--- src/rtl/param_pkg.sv ---
// param_pkg: shared constants, types and helpers for the parameter loader
package param_pkg;
  localparam int PARSIZE = 16;
  localparam int WORD_W = 9 * PARSIZE;
  localparam int WIDE_BYTES = WORD_W / 8;
  localparam int NARROW_BYTES = PARSIZE / 8;
  localparam int CONV_W_DEPTH = 2576;
  localparam int CONV_B_DEPTH = 112;
  localparam int DENSE_W_DEPTH = 33792;
  localparam int DENSE_B_DEPTH = 192;
  localparam logic [15:0] CONV1_BASE = 16'd0;
  localparam logic [15:0] CONV2_BASE = 16'd16;
  localparam logic [15:0] CONV3_BASE = 16'd528;
  localparam logic [15:0] DENSE2_BASE = 16'd0;
  localparam logic [15:0] DENSE1_BASE = 16'd24576;
  localparam logic [1:0] ERR_NONE = 2'd0;
  localparam logic [1:0] ERR_REGION = 2'd1;
  localparam logic [1:0] ERR_RANGE = 2'd2;
  typedef enum logic [1:0] {REG_CONV_W = 2'd0, REG_CONV_B = 2'd1, REG_DENSE_W = 2'd2, REG_DENSE_B = 2'd3} region_t;
  typedef enum logic [2:0] {IDLE, ST_LO, ST_HI, CN_LO, CN_HI, DATA, WRITE} state_t;
  function automatic logic [16:0] depth_of(region_t r);
    return r == REG_CONV_W ? 17'(CONV_W_DEPTH) :
           r == REG_CONV_B ? 17'(CONV_B_DEPTH) :
           r == REG_DENSE_W ? 17'(DENSE_W_DEPTH) : 17'(DENSE_B_DEPTH);
  endfunction
endpackage

--- src/rtl/param_loader_if.sv ---
// param_loader_if: byte stream in and memory write port out of the parameter loader
interface param_loader_if;
  import param_pkg::*;
  logic [7:0] in_data;
  logic in_valid;
  logic in_ready;
  logic [3:0] wr_en;
  logic [15:0] wr_addr;
  logic [WORD_W-1:0] wr_data;
  modport master (output in_data, in_valid, input in_ready, wr_en, wr_addr, wr_data);
  modport slave (input in_data, in_valid, output in_ready, wr_en, wr_addr, wr_data);
endinterface

--- src/rtl/param_word_asm.sv ---
// param_word_asm: little-endian byte-to-word assembler for 2- or 18-byte words
module param_word_asm
  import param_pkg::*;
(
  input  logic              clk,
  input  logic              rst,
  input  logic              clr,
  input  logic              wide,
  input  logic              fire,
  input  logic [7:0]        din,
  output logic [WORD_W-1:0] word,
  output logic              word_ready
);
  logic [WORD_W-1:0] sreg;
  logic [4:0] cnt;
  assign word_ready = fire && cnt == (wide ? 5'(WIDE_BYTES - 1) : 5'(NARROW_BYTES - 1));
  always_comb begin
    word = sreg;
    word[{cnt, 3'b000} +: 8] = din;
  end
  always_ff @(posedge clk) begin
    if (rst || clr || word_ready) begin
      sreg <= '0;
      cnt <= '0;
    end else if (fire) begin
      sreg[{cnt, 3'b000} +: 8] <= din;
      cnt <= cnt + 5'd1;
    end
  end
endmodule

--- src/rtl/param_loader.sv ---
// param_loader: frames a byte stream into load packets and writes the parameter memories
module param_loader
  import param_pkg::*;
(
  input  logic                clk,
  input  logic                rst,
  param_loader_if.slave       bus,
  output logic                busy,
  output logic                done,
  output logic                err,
  output logic [1:0]          err_code
);
  state_t state, state_n;
  region_t region;
  logic [15:0] start, addr, remain, count_in;
  logic [7:0] cnt_lo;
  logic fire, wr_go, ovf, bad_region;
  logic [WORD_W-1:0] word;
  assign bus.in_ready = state != WRITE;
  assign fire = bus.in_valid && bus.in_ready;
  assign count_in = {bus.in_data, cnt_lo};
  assign ovf = {1'b0, start} + {1'b0, count_in} > depth_of(region);
  assign bad_region = bus.in_data > 8'd3;
  assign busy = state != IDLE || done || err;
  param_word_asm u_asm (
    .clk       (clk),
    .rst       (rst),
    .clr       (state == IDLE),
    .wide      (region == REG_CONV_W),
    .fire      (fire && state == DATA),
    .din       (bus.in_data),
    .word      (word),
    .word_ready(wr_go)
  );
  always_ff @(posedge clk) state <= rst ? IDLE : state_n;
  always_comb begin
    state_n = state;
    case (state)
      IDLE:  state_n = fire && !bad_region ? ST_LO : IDLE;
      ST_LO: state_n = fire ? ST_HI : ST_LO;
      ST_HI: state_n = fire ? CN_LO : ST_HI;
      CN_LO: state_n = fire ? CN_HI : CN_LO;
      CN_HI: state_n = !fire ? CN_HI : (ovf || count_in == 16'd0) ? IDLE : DATA;
      DATA:  state_n = wr_go ? WRITE : DATA;
      WRITE: state_n = remain == 16'd1 ? IDLE : DATA;
      default: state_n = IDLE;
    endcase
  end
  always_ff @(posedge clk) begin
    if (rst) begin
      region <= REG_CONV_W;
      start <= '0;
      cnt_lo <= '0;
      addr <= '0;
      remain <= '0;
      done <= 1'b0;
      err <= 1'b0;
      err_code <= ERR_NONE;
      bus.wr_en <= '0;
      bus.wr_addr <= '0;
      bus.wr_data <= '0;
    end else begin
      done <= (state == WRITE && remain == 16'd1) || (state == CN_HI && fire && !ovf && count_in == 16'd0);
      err <= fire && ((state == IDLE && bad_region) || (state == CN_HI && ovf));
      if (fire && state == IDLE && bad_region) err_code <= ERR_REGION;
      else if (fire && state == CN_HI && ovf) err_code <= ERR_RANGE;
      bus.wr_en <= wr_go ? 4'd1 << region : 4'd0;
      if (wr_go) begin
        bus.wr_addr <= addr;
        bus.wr_data <= word;
      end
      if (fire && state == IDLE) region <= region_t'(bus.in_data[1:0]);
      if (fire && state == ST_LO) start[7:0] <= bus.in_data;
      if (fire && state == ST_HI) start[15:8] <= bus.in_data;
      if (fire && state == CN_LO) cnt_lo <= bus.in_data;
      if (fire && state == CN_HI) begin
        addr <= start;
        remain <= count_in;
      end
      if (state == WRITE) begin
        addr <= addr + 16'd1;
        remain <= remain - 16'd1;
      end
    end
  end
endmodule
--- src/flat_wrapper.sv ---
// flat-port wrapper written by rule: the top's interface ports become plain ports
module param_loader_flat import param_pkg::*;
  (clk, rst, busy, done, err, err_code, bus_in_data, bus_in_valid, bus_in_ready, bus_wr_en, bus_wr_addr, bus_wr_data);
  param_loader_if bus_i ();
  input  logic clk;
  input  logic rst;
  output logic busy;
  output logic done;
  output logic err;
  output logic [1:0] err_code;
  input wire logic [$bits(bus_i.in_data)-1:0] bus_in_data;
  input wire logic [$bits(bus_i.in_valid)-1:0] bus_in_valid;
  output wire logic [$bits(bus_i.in_ready)-1:0] bus_in_ready;
  output wire logic [$bits(bus_i.wr_en)-1:0] bus_wr_en;
  output wire logic [$bits(bus_i.wr_addr)-1:0] bus_wr_addr;
  output wire logic [$bits(bus_i.wr_data)-1:0] bus_wr_data;
  assign bus_i.in_data = bus_in_data;
  assign bus_i.in_valid = bus_in_valid;
  assign bus_in_ready = bus_i.in_ready;
  assign bus_wr_en = bus_i.wr_en;
  assign bus_wr_addr = bus_i.wr_addr;
  assign bus_wr_data = bus_i.wr_data;
  param_loader u_core (.clk(clk), .rst(rst), .bus(bus_i), .busy(busy), .done(done), .err(err), .err_code(err_code));
endmodule
--- config.mk ---
export PLATFORM = sky130hd
export DESIGN_NAME = param_loader_flat
export DESIGN_NICKNAME = d
export VERILOG_FILES = /design/src/rtl/param_pkg.sv /design/src/rtl/param_loader_if.sv /design/src/rtl/param_word_asm.sv /design/src/rtl/param_loader.sv /design/src/flat_wrapper.sv
export SDC_FILE = /design/constraint.sdc
export NUM_CORES = 1
export LEC_CHECK = 0
export CAP_MARGIN = 20
export CORE_AREA = 2 2 191 193
export CTS_CLUSTER_SIZE = 10
export DETAILED_ROUTE_END_ITERATION = 10
export DIE_AREA = 0 0 193 195
export PLACE_DENSITY = 0.69
export SLEW_MARGIN = 5
export SYNTH_ARGS = -nofsm -noshare
export SYNTH_HDL_FRONTEND = slang
export SYNTH_SLANG_ARGS = --single-unit
--- constraint.sdc ---
create_clock -name clk -period 4.05 [get_ports clk]
set_input_delay 0.81 -clock clk [delete_from_list [all_inputs] [get_ports clk]]
set_output_delay 0.81 -clock clk [all_outputs]
set_load 0.02 [all_outputs]
==> flow_summary.json <==
{
  "dp.cells": 2462,
  "tightest_slew_ns": 0.903,
  "grt_pass1_wl_um": 72300,
  "synth_flop_cell": "dfxtp_1",
  "fin_util_pct": 57.7,
  "hold_class": "flop to flop",
  "areaGrowthSynthToFinish_pct": 20.8,
  "setup_slack_ns": 0.115,
  "cpPeakStageDelay_ns": 0.55,
  "final_cells": 2515,
  "insertion_delay_ns": 0.56,
  "synth_edf_count": 0,
  "num_vias": 14300,
  "p_leak_uw": 0.00782,
  "fin_crit_ns": 3.93,
  "cts_hold_buf": 0,
  "skew_ns": 0.0131,
  "reg2reg_depth": 16,
  "grt_pass1_vias": 13400,
  "critPathArrivalTime_ns": 4.42,
  "gp_congestion": 0.873,
  "status": "finished, final reports clean",
  "ys_seq_area_share_pct": 44.8,
  "multi_input_area_um2": 8700,
  "fp-row-count": 69,
  "seq_area_um2": 7570,
  "synth_nets": 1965,
  "via_per_inst": 5.67,
  "worstSetupStartpointType": "primary input",
  "relSlewSlack_pct": 39.4,
  "powerDensity_nw_per_um2": 367,
  "cp_cell_sequence": "clkdlybuf4s50_1 -> ha_1 -> o21ai_1 -> a21oi_1 -> a21oi_2 -> nand2_1 -> a21o_1 -> a21oi_1 -> xnor2_1 -> ha_1 -> buf_4 -> nor2_4 -> a211oi_1 -> or4_4 -> or4_1 -> o21ai_1",
  "die_area_um2": 37600,
  "synth_top_family_by_area": "simple AND/OR/NAND/NOR gates",
  "avgSynthCellArea_um2": 8.80,
  "async_flop_share_pct": 0,
  "first_iter_violations": 878,
  "whs_path_depth": 2,
  "setup_viol": 0,
  "netlist_area_um2": 16900,
  "gr-usage-all-layers_pct": 23.9,
  "pre_cts_ws_ns": -0.614,
  "nets": 2091,
  "antenna_found_initial": 0,
  "synthAdderAreaFrac_pct": 2.49,
  "fillers": 3137,
  "max_freq_ghz": 0.254,
  "synth_mux_area_share_pct": 15.5,
  "cts_tree": "yes",
  "clock_sink_count": 378,
  "clkTransAtPathRegs_ns": 0.06,
  "period_share_pct": 97.2,
  "hold_viol_final": 0,
  "routedWlPerCell_um": 18.0,
  "antenna_cells": 0,
  "synth_cells": 1921,
  "h-tree-depth": 2,
  "synth_compound_area_share_pct": 14.2,
  "wirelength_um": 45400,
  "layout-drive-gt1-share_pct": 6.67,
  "postCtsSetupRepairBufs": 0,
  "core_um2": 35400,
  "drv_cap": 0,
  "clockBufferDepth": 3,
  "cpMaxStageDelayCell": "or4_4",
  "dr.pass1.iters": 6,
  "worstSetupEndpointType": "flop",
  "start_util_pct": 47.8,
  "grt_max_degree": 134,
  "numCtsBuffers": 44,
  "yosys.cell_types.count": 64,
  "drc_errors": 0,
  "grt_overflow_total": 0,
  "slew_violations": 0,
  "synth-seq-cells": 378,
  "crit_cells": 16,
  "fp.dieW_um": 193,
  "place_hpwl_um": 30900,
  "final_cell_mix": "dfxtp_1 (378), nor2_1 (310), mux2i_1 (260)",
  "ant_nets": 0,
  "synthXorXnorAreaFrac_pct": 0.933,
  "finalPower_uw": 7500,
  "cts_root_buf": "clkbuf_16",
  "crit_fanout": 4,
  "final_common_cell": "dfxtp_1",
  "die_h_um": 195,
  "crit_type": "primary input to flop",
  "synth_warnings": 0,
  "required_ns": 4.53,
  "synth_simple_gate_area_share_pct": 18.0,
  "peakVddDrop_mv": 0.332,
  "cp_top_family": "simple AND/OR/NAND/NOR gates",
  "design.portCount": 181,
  "critPathBufInv": 2,
  "portBuffers": 180
}
==> tightest hold or removal path, cell delays in order (launching register included) <==
cell	delay, ns
dfxtp_1	0.30
nand2_1	0.05
a21oi_1	0.05
==> path summary, 6_finish.rpt <==
kind,slack (ns),startpoint,to
worst max-delay path,0.12,bus_in_data[3],u_core.state[0]$_SDFF_PP0_
worst min-delay path,0.45,u_core.u_asm.sreg[27]$_SDFFE_PP0P_,u_core.u_asm.sreg[27]$_SDFFE_PP0P_
worst min register to register,0.45,u_core.u_asm.sreg[27]$_SDFFE_PP0P_,u_core.u_asm.sreg[27]$_SDFFE_PP0P_
worst max register to register,0.27,u_core.start[0]$_SDFFE_PP0P_,u_core.err$_SDFF_PP0_
==> report_power, final <==
group / switching, uW / total (uW) / leakage, uW / internal [uW]
logic: 144 / 219 / 0.00417 / 75.2
registers: 4.29 / 3730 / 0.00304 / 3720
clock network: 1460 / 3550 / 0.000603 / 2090
==> flip-flops by register name (all words and copies together), names as in the netlist <==
signal / count
u_core.err_code: 2
u_core.bus.wr_data: 144
u_core.err: 1
u_core.u_asm.sreg: 144
u_core.u_asm.cnt: 5
u_core.addr: 16
u_core.state: 3
u_core.bus.wr_addr: 16
u_core.start: 16
u_core.cnt_lo: 8
u_core.remain: 16
u_core.bus.wr_en: 4
u_core.done: 1
u_core.region: 2
==> Yosys cell counts (3+ instances only) <==
master    number  area share, %
or3_1          5           0.19
clkbuf_1     112            2.5
nand3_1       39            1.2
ha_1          32            2.4
nand2b_1       7           0.26
and2_1        23           0.85
a31oi_1       10           0.37
or4_4          3           0.20
a211oi_1     156            6.9
nand2_1      203            4.5
o21ai_0       20           0.59
a21o_1         9           0.40
buf_2         24           0.71
nor2_1       312            6.9
inv_1         12           0.27
nor3_1        23           0.68
and3_1        17           0.63
xor2_1        11           0.57
a21oi_1      124            3.7
a22oi_1        3           0.13
nor2b_1       20           0.74
o211ai_1       8           0.36
nand4_1        9           0.33
buf_1         19           0.42
mux2i_1      260             15
or4_1          3           0.13
a221oi_1       8           0.41
nor4_1        13           0.48
o21bai_1       5           0.22
xnor2_1        7           0.36
dfxtp_1      378             45
==> final cells by class <==
cell class	instances	area share (%)
well taps	461	2.82
repair buffers	238	11.3
multi-input cells	1373	42.6
clock buffers	50	5.76
inverters	12	0.221
clock inverters	3	0.251
flip-flops and latches	378	37.1
==> what timing repair did <==
action | 4_1_cts | 5_1_grt
gates resized for setup | 1 | 10
endpoints found under the setup margin | 1 | 6
pin swaps | 0 | 1
==> through the flow <==
step / hold slack [ns] / setup TNS, ns / instance area, um^2
3_3_place_gp: 0.440 / -2.70 / 19200
4_1_cts: 0.453 / 0 / 20400
2_1_floorplan: 0.426 / 0 / 16900
5_1_grt: 0.470 / -0.00607 / 20400
6_report: 0.451 / 0 / 20400
3_5_place_dp: 0.446 / -3.00 / 19200
==> per-layer routing <==
metal  global-route usage [%]  routed length [um]
met5                        0                   0
met4                     7.63                1200
met3                     4.26                2730
met2                     39.4               21300
met1                     31.6               20100
==> kinds of logic after synthesis <==
logic type / after synthesis
muxes: 261
DFF: 378
AOI/OAI and AO/OA: 366
and+or+nand+nor: 695
buffers and inverters: 170
xor gates and xnor gates: 18
adders and majority gates: 33
No activity file was read; power rests on OpenSTA's default activity.
==> variant 1 (same settings) <==
Register the output `err_code` once more; this adds one clock of latency there. The other outputs are not delayed to match.
--- a/src/rtl/param_loader.sv
+++ b/src/rtl/param_loader.sv
@@ -12,2 +12,4 @@
 );
+
+  logic [1:0] err_code_s0;
   state_t state, state_n;
@@ -57,3 +59,3 @@
       err <= 1'b0;
-      err_code <= ERR_NONE;
+      err_code_s0 <= ERR_NONE;
       bus.wr_en <= '0;
@@ -64,4 +66,4 @@
       err <= fire && ((state == IDLE && bad_region) || (state == CN_HI && ovf));
-      if (fire && state == IDLE && bad_region) err_code <= ERR_REGION;
-      else if (fire && state == CN_HI && ovf) err_code <= ERR_RANGE;
+      if (fire && state == IDLE && bad_region) err_code_s0 <= ERR_REGION;
+      else if (fire && state == CN_HI && ovf) err_code_s0 <= ERR_RANGE;
       bus.wr_en <= wr_go ? 4'd1 << region : 4'd0;
@@ -85,2 +87,6 @@
   end
+  always_ff @(posedge clk) begin
+    err_code <= err_code_s0;
+  end
+
 endmodule
Check against the original RTL: not equivalent (Yosys sat finds a counterexample within 4 cycles, from zero or initial values and one cycle with rst high).
==> variant 1 against the original RTL <==
Routed wire length is 4.9% higher; global-route usage rose by 0.86 points; area after synthesis decreased by 1.8%; core utilization down 0.69 points; sequential share of layout area up 0.67 points; cell area shrank 1.2%; total power down 0.30%; sequential cell count rose by 2; setup slack barely moved; final cell count increased by 7.5%; first-iteration DRC count is 30% higher; largest cell class unchanged.
==> variant 1: results (changes against the original RTL) <==
Pwr:
- The worst supply voltage drop on vdd is 0.000289 V (-13%).
- The leakage power is 6.37 nW (-19%).

Global routing:
- The overall fraction of global-route tracks in use is 24.7% (+0.86 points).
- The largest net degree at the start of global routing was 133 (-0.75%).
- The first-pass GRT wire length is 74400 um (+2.8%).
- The number of antenna violations at the first check in global routing is 0 (unchanged).
- The via count of the first global-routing pass is 13800 (+2.9%).

Drt:
- The routed wire length was 47600 um (+4.9%).
- The via-per-instance ratio was 5.62 (-1.0%).
- The average wire length per cell after detail routing is 17.6 um (-2.4%).
- The iteration-0 DRC count of the detailed router is 1139 (+30%).
- The number of search-and-repair iterations in the first detailed-routing pass is 5 (-1).

Placed design:
- The instance count after placement with tap cells included is 2643 (+7.4%).
- The post-placement cell area came to 18800 um2 (-1.7%).
- The routability congestion estimate from global placement is 0.939 (+7.6%).
- The count of buffers from port buffering is 180 (unchanged).
- The pre-CTS worst setup slack is -0.797 ns (-0.183 ns).
- The HPWL after detailed placement is 33100 um (+7.1%).

Run status:
- The flow ran to the end, and the final reports show no timing, DRC or antenna violations.

Clock tree:
- The maximum clock insertion buffer count is 3 (unchanged).
- The tree is rooted in a sky130_fd_sc_hd__clkbuf_16.
- The clock latency on the worst-skew pair is 0.55 ns.
- The TritonCTS buffer count was 44 (unchanged).
- The CTS clock-pin slew for the worst setup and hold paths is 0.06 ns (about the same).
- The total number of H-tree levels came to 2 (unchanged).

Logic synthesis:
- The post-synthesis cell type count is 64 (unchanged).
- By count the netlist is led by 446 x sky130_fd_sc_hd__nor2_1, 380 x sky130_fd_sc_hd__dfxtp_1, 307 x sky130_fd_sc_hd__a21oi_1.
- The fraction of the mapped netlist area in adder cells was 2.53% (+0.046 points).
- The number of instances in the synthesized netlist was 2101 (+9.4%).
- The post-synthesis share of cell area spent on xor and xnor gates came to 1.06% (+0.12 points).
- The fraction of synthesis flops using an asynchronous set or reset pin was 0% (unchanged).
- The multiplexer fraction of the synthesized cell area is 4.56% (-11 points).
- The number of warnings issued by yosys is 0 (unchanged).
- Ranked by total cell area, the synthesized netlist is headed by sky130_fd_sc_hd__dfxtp_1 46%, sky130_fd_sc_hd__nor2_1 10%, sky130_fd_sc_hd__a21oi_1 9.3%.
- The share of synthesized area occupied by flip-flops and latches is 45.8% (+1.1 points).
- The synthesized-area fraction occupied by ao, oa, aoi and oai cells came to 19.7% (+5.4 points).

Timing:
- The max-slew headroom at the worst pin is 41.7% (+2.4 points).
- The setup clock skew after layout is 0.0101 ns (-0.00304 ns).

Final layout:
- The final layout net count is 2278 (+8.9%).
- The share of layout cells above drive strength 1 was 6.96% (+0.29 points).
- The number of diodes added for antenna fixing is 0 (unchanged).

Setup path:
- Among cell families on the critical path, the largest total delay comes from compound AO/OA/AOI/OAI gates.
- The critical path data arrival time was 4.41 ns (about the same).
- The delay of the slowest cell on the worst path is 0.36 ns (-0.19 ns).
- The critical-path maximum fanout is 5 (+1).
- The slowest cell on the critical path is sky130_fd_sc_hd__dfxtp_4.
## variant 1: cell types whose count changed after synthesis, sizes merged, moves of 10 or more
cell	before	now
nor2b	20	3
nor2	313	450
a21oi	124	307
mux2i	260	73
clkbuf	113	103
nand2	205	302
and2	24	14
a211oi	156	141
## variant 1: cell families (layout without fill, tap and decap cells)
| group | count (synthesis) | count (layout) |
|---|---|---|
| flip-flops | 380 | 380 |
| AO/OA/AOI/OAI | 535 | 535 |
| multiplexers | 74 | 74 |
| XOR/XNOR | 20 | 20 |
| adder cells (fa/ha/maj) | 33 | 33 |
| AND/OR/NAND/NOR | 892 | 892 |
| buffers and inverters | 167 | 308 |
## variant 1: report_power, final
group	switching, W	internal [W]	total, W
clock network	0.00149	0.00204	0.00353
logic	0.000135	0.0000665	0.000201
registers	0.00000374	0.00374	0.00375
## variant 1: path summary, 6_finish.rpt
kind / start / end / slack [ns] / cells past startpoint
max: u_core.start[0] / u_core.state[0] / 0.12 / 19
max reg2reg: u_core.start[0] / u_core.state[0] / 0.12 / 19
min reg2reg: u_core.err_code_s0[1] / u_core.err_code[1] / 0.40 / 0
min: u_core.err_code_s0[1] / u_core.err_code[1] / 0.40 / 0
## variant 1: final cells by class
cell class                 count  area [um2]
clock inverter                 2        40.0
tap                          461         577
inverter                      15        56.3
multi-input combinational   1554        8400
timing repair buffer         239        2300
fill                        3286       15200
clock buffer                  52        1180
sequential                   380        7610
## variant 1: routing by layer
layer  vias to the layer above  wire, um  track usage [%]
met1                      7001     19800             31.7
met4                         0      2340             11.5
met3                       131      3170             4.01
li1                       7508         -                -
met5                         -         0                0
met2                       541     22300             40.6
## variant 1: through the flow
step	utilization, %	hold WS, ns
global placement	53.2	0.379
CTS	56.8	0.389
detailed placement	53.2	0.381
floorplan	-	0.331
finish	57.0	0.397
global route	57.0	0.405
## variant 1: timing repair
item | 4_1_cts | 5_1_grt
setup buffers | 2 | 4
hold endpoints to repair | 0 | 0
gates cloned | 0 | 0
setup endpoints to repair | 6 | 6
pin swaps | 3 | 23
resized for setup | 6 | 15
==> variant 2 (config.mk and constraints unchanged) <==
Without the edit above. Change the package constant `PARSIZE` from 16 to 8.
--- a/src/rtl/param_pkg.sv
+++ b/src/rtl/param_pkg.sv
@@ -2,3 +2,3 @@
 package param_pkg;
-  localparam int PARSIZE = 16;
+  localparam int PARSIZE = 8;
   localparam int WORD_W = 9 * PARSIZE;
Ports: changed (resized bus_wr_data); port bits go from 181 to 109. No check against the original RTL was run, so the function may have changed too.
==> variant 2 against the original RTL <==
Total power fell by 36%; setup slack improved by 0.13 ns; register-to-register slack got worse by 0.03 ns; count of clock-buffer cells in the layout fell by 16; sequential cell count fell by 144; area after synthesis fell by 34%; core utilization fell by 19 points; combinational power fell by 20%; first-iteration DRC count fell by 5.4%; cell area fell by 33%; sequential power fell by 38%; routed wire length fell by 28%; critical path type is now flop to flop; largest power group is now the clock network.
==> variant 2: results (changes against the original RTL) <==
Logic synthesis:
- The post-synthesis share of cell area spent on xor and xnor gates was 1.33% (+0.40 points).
- The fraction of the mapped netlist area in adder cells is 3.42% (+0.94 points).
- The total nets after synthesis was 1448 (-26%).
- The multiplexer fraction of the synthesized cell area is 4.04% (-11 points).
- The share of synthesized area occupied by flip-flops and latches is 41.9% (-2.9 points).
- By area the synthesized netlist is led by sky130_fd_sc_hd__dfxtp_1 42%, sky130_fd_sc_hd__nor2_1 8.0%, sky130_fd_sc_hd__a211oi_1 7.3%.
- The post-synthesis cell type count was 74 (+16%).
- Ranked by instance count, the synthesized netlist is headed by 237 x sky130_fd_sc_hd__nor2_1, 234 x sky130_fd_sc_hd__dfxtp_1, 177 x sky130_fd_sc_hd__nand2_1.

Drt:
- The routed wire length is 32600 um (-28%).
- The iteration-0 DRC count of the detailed router is 831 (-5.4%).

Run status:
- The run finished with clean final reports.

Global routing:
- The overall fraction of global-route tracks in use is 17.2% (-6.6 points).
- The largest net degree at the start of global routing is 90 (-33%).
- The via count of the first global-routing pass came to 9836 (-27%).
- The first-pass GRT wire length is 52800 um (-27%).
- The number of antenna violations at the first check in global routing came to 1 (+1).

Final layout:
- The number of fill cells in the layout is 3617 (+15%).
- The share of layout cells above drive strength 1 came to 7.90% (+1.2 points).

Pwr:
- The internal power summed over all cells is 0.00377 W (-36%).

Setup path:
- The startpoint of the worst setup timing path is u_core.cnt_lo[4].
- The worst endpoint required time is 4.51 ns (-0.02 ns).
- The worst setup slack for register-to-register paths was 0.24 ns (-0.03 ns).
- In this run the critical register-to-register path is captured at u_core.state[2].
- Grouping stages by cell kind, the critical path spends the most delay in compound AO/OA/AOI/OAI gates.

Placed design:
- The routability congestion estimate from global placement came to 0.895 (+2.6%).

Timing:
- The setup clock skew after layout was 0.0212 ns (+0.00811 ns).

Worst hold path:
- The launch instance of the worst min-delay path is u_core.u_asm.sreg[8].

Clock tree:
- The number of gates given a new drive strength after cts is 5 (+4).
[variant 2: power by group through the flow]
stage	Clock, W	Sequential, W	Combinational [W]
after floorplan	0	0.00236	0.0000997
after global placement	0	0.00236	0.000171
after detailed placement	0	0.00236	0.000171
after CTS	0.00237	0.00231	0.000175
after global routing	0.00249	0.00231	0.000192
final	0.00233	0.00231	0.000176
[variant 2: worst min-delay path by stage]
stage / endpoint / slack, ns / cells past startpoint
final: u_core.u_asm.sreg[8] / 0.45 / 2
after global routing: u_core.bus.wr_addr[1] / 0.47 / 2
after CTS: u_core.u_asm.sreg[8] / 0.46 / 2
after detailed placement: u_core.u_asm.sreg[8] / 0.45 / 2
after global placement: u_core.u_asm.sreg[31] / 0.44 / 2
after floorplan: u_core.u_asm.sreg[10] / 0.44 / 2
[variant 2: cell type report]
class	instances	area, um2	share of cell area, %
clock inverters	3	90.1	0.654
clock buffers	34	743	5.40
repair buffers	163	1520	11.1
well taps	461	577	4.19
flip-flops and latches	234	4680	34.0
multi-input cells	1043	6090	44.2
inverters	17	63.8	0.463
[variant 2: through the flow]
step                cell area [um2]  setup slack (ns)  total power, W  hold WS, ns  instances
floorplan                     11200            0.0149         0.00246        0.436       1407
global placement              12900            -0.542         0.00253        0.441       1918
detailed placement            12900            -0.593         0.00253        0.447       1918
CTS                           13700             0.116         0.00485        0.455       1955
global route                  13800           0.00944         0.00499        0.471       1955
finish                        13800             0.244         0.00481        0.453       1955
[variant 2: layer usage]
metal  GRT usage [%]  routed length, um  vias up
met4            4.41                707        0
met3            2.30               2020       52
met2            28.2              15300      332
li1                -                  -     5122
met5               0                  0        -
met1            23.8              14500     4827
[variant 2: cell families after synthesis]
kind of cell / Yosys count
compound gates: 350
xor+xnor: 17
fa+ha+maj: 30
buf+inv: 130
flops: 234
mux: 45
simple gates: 601
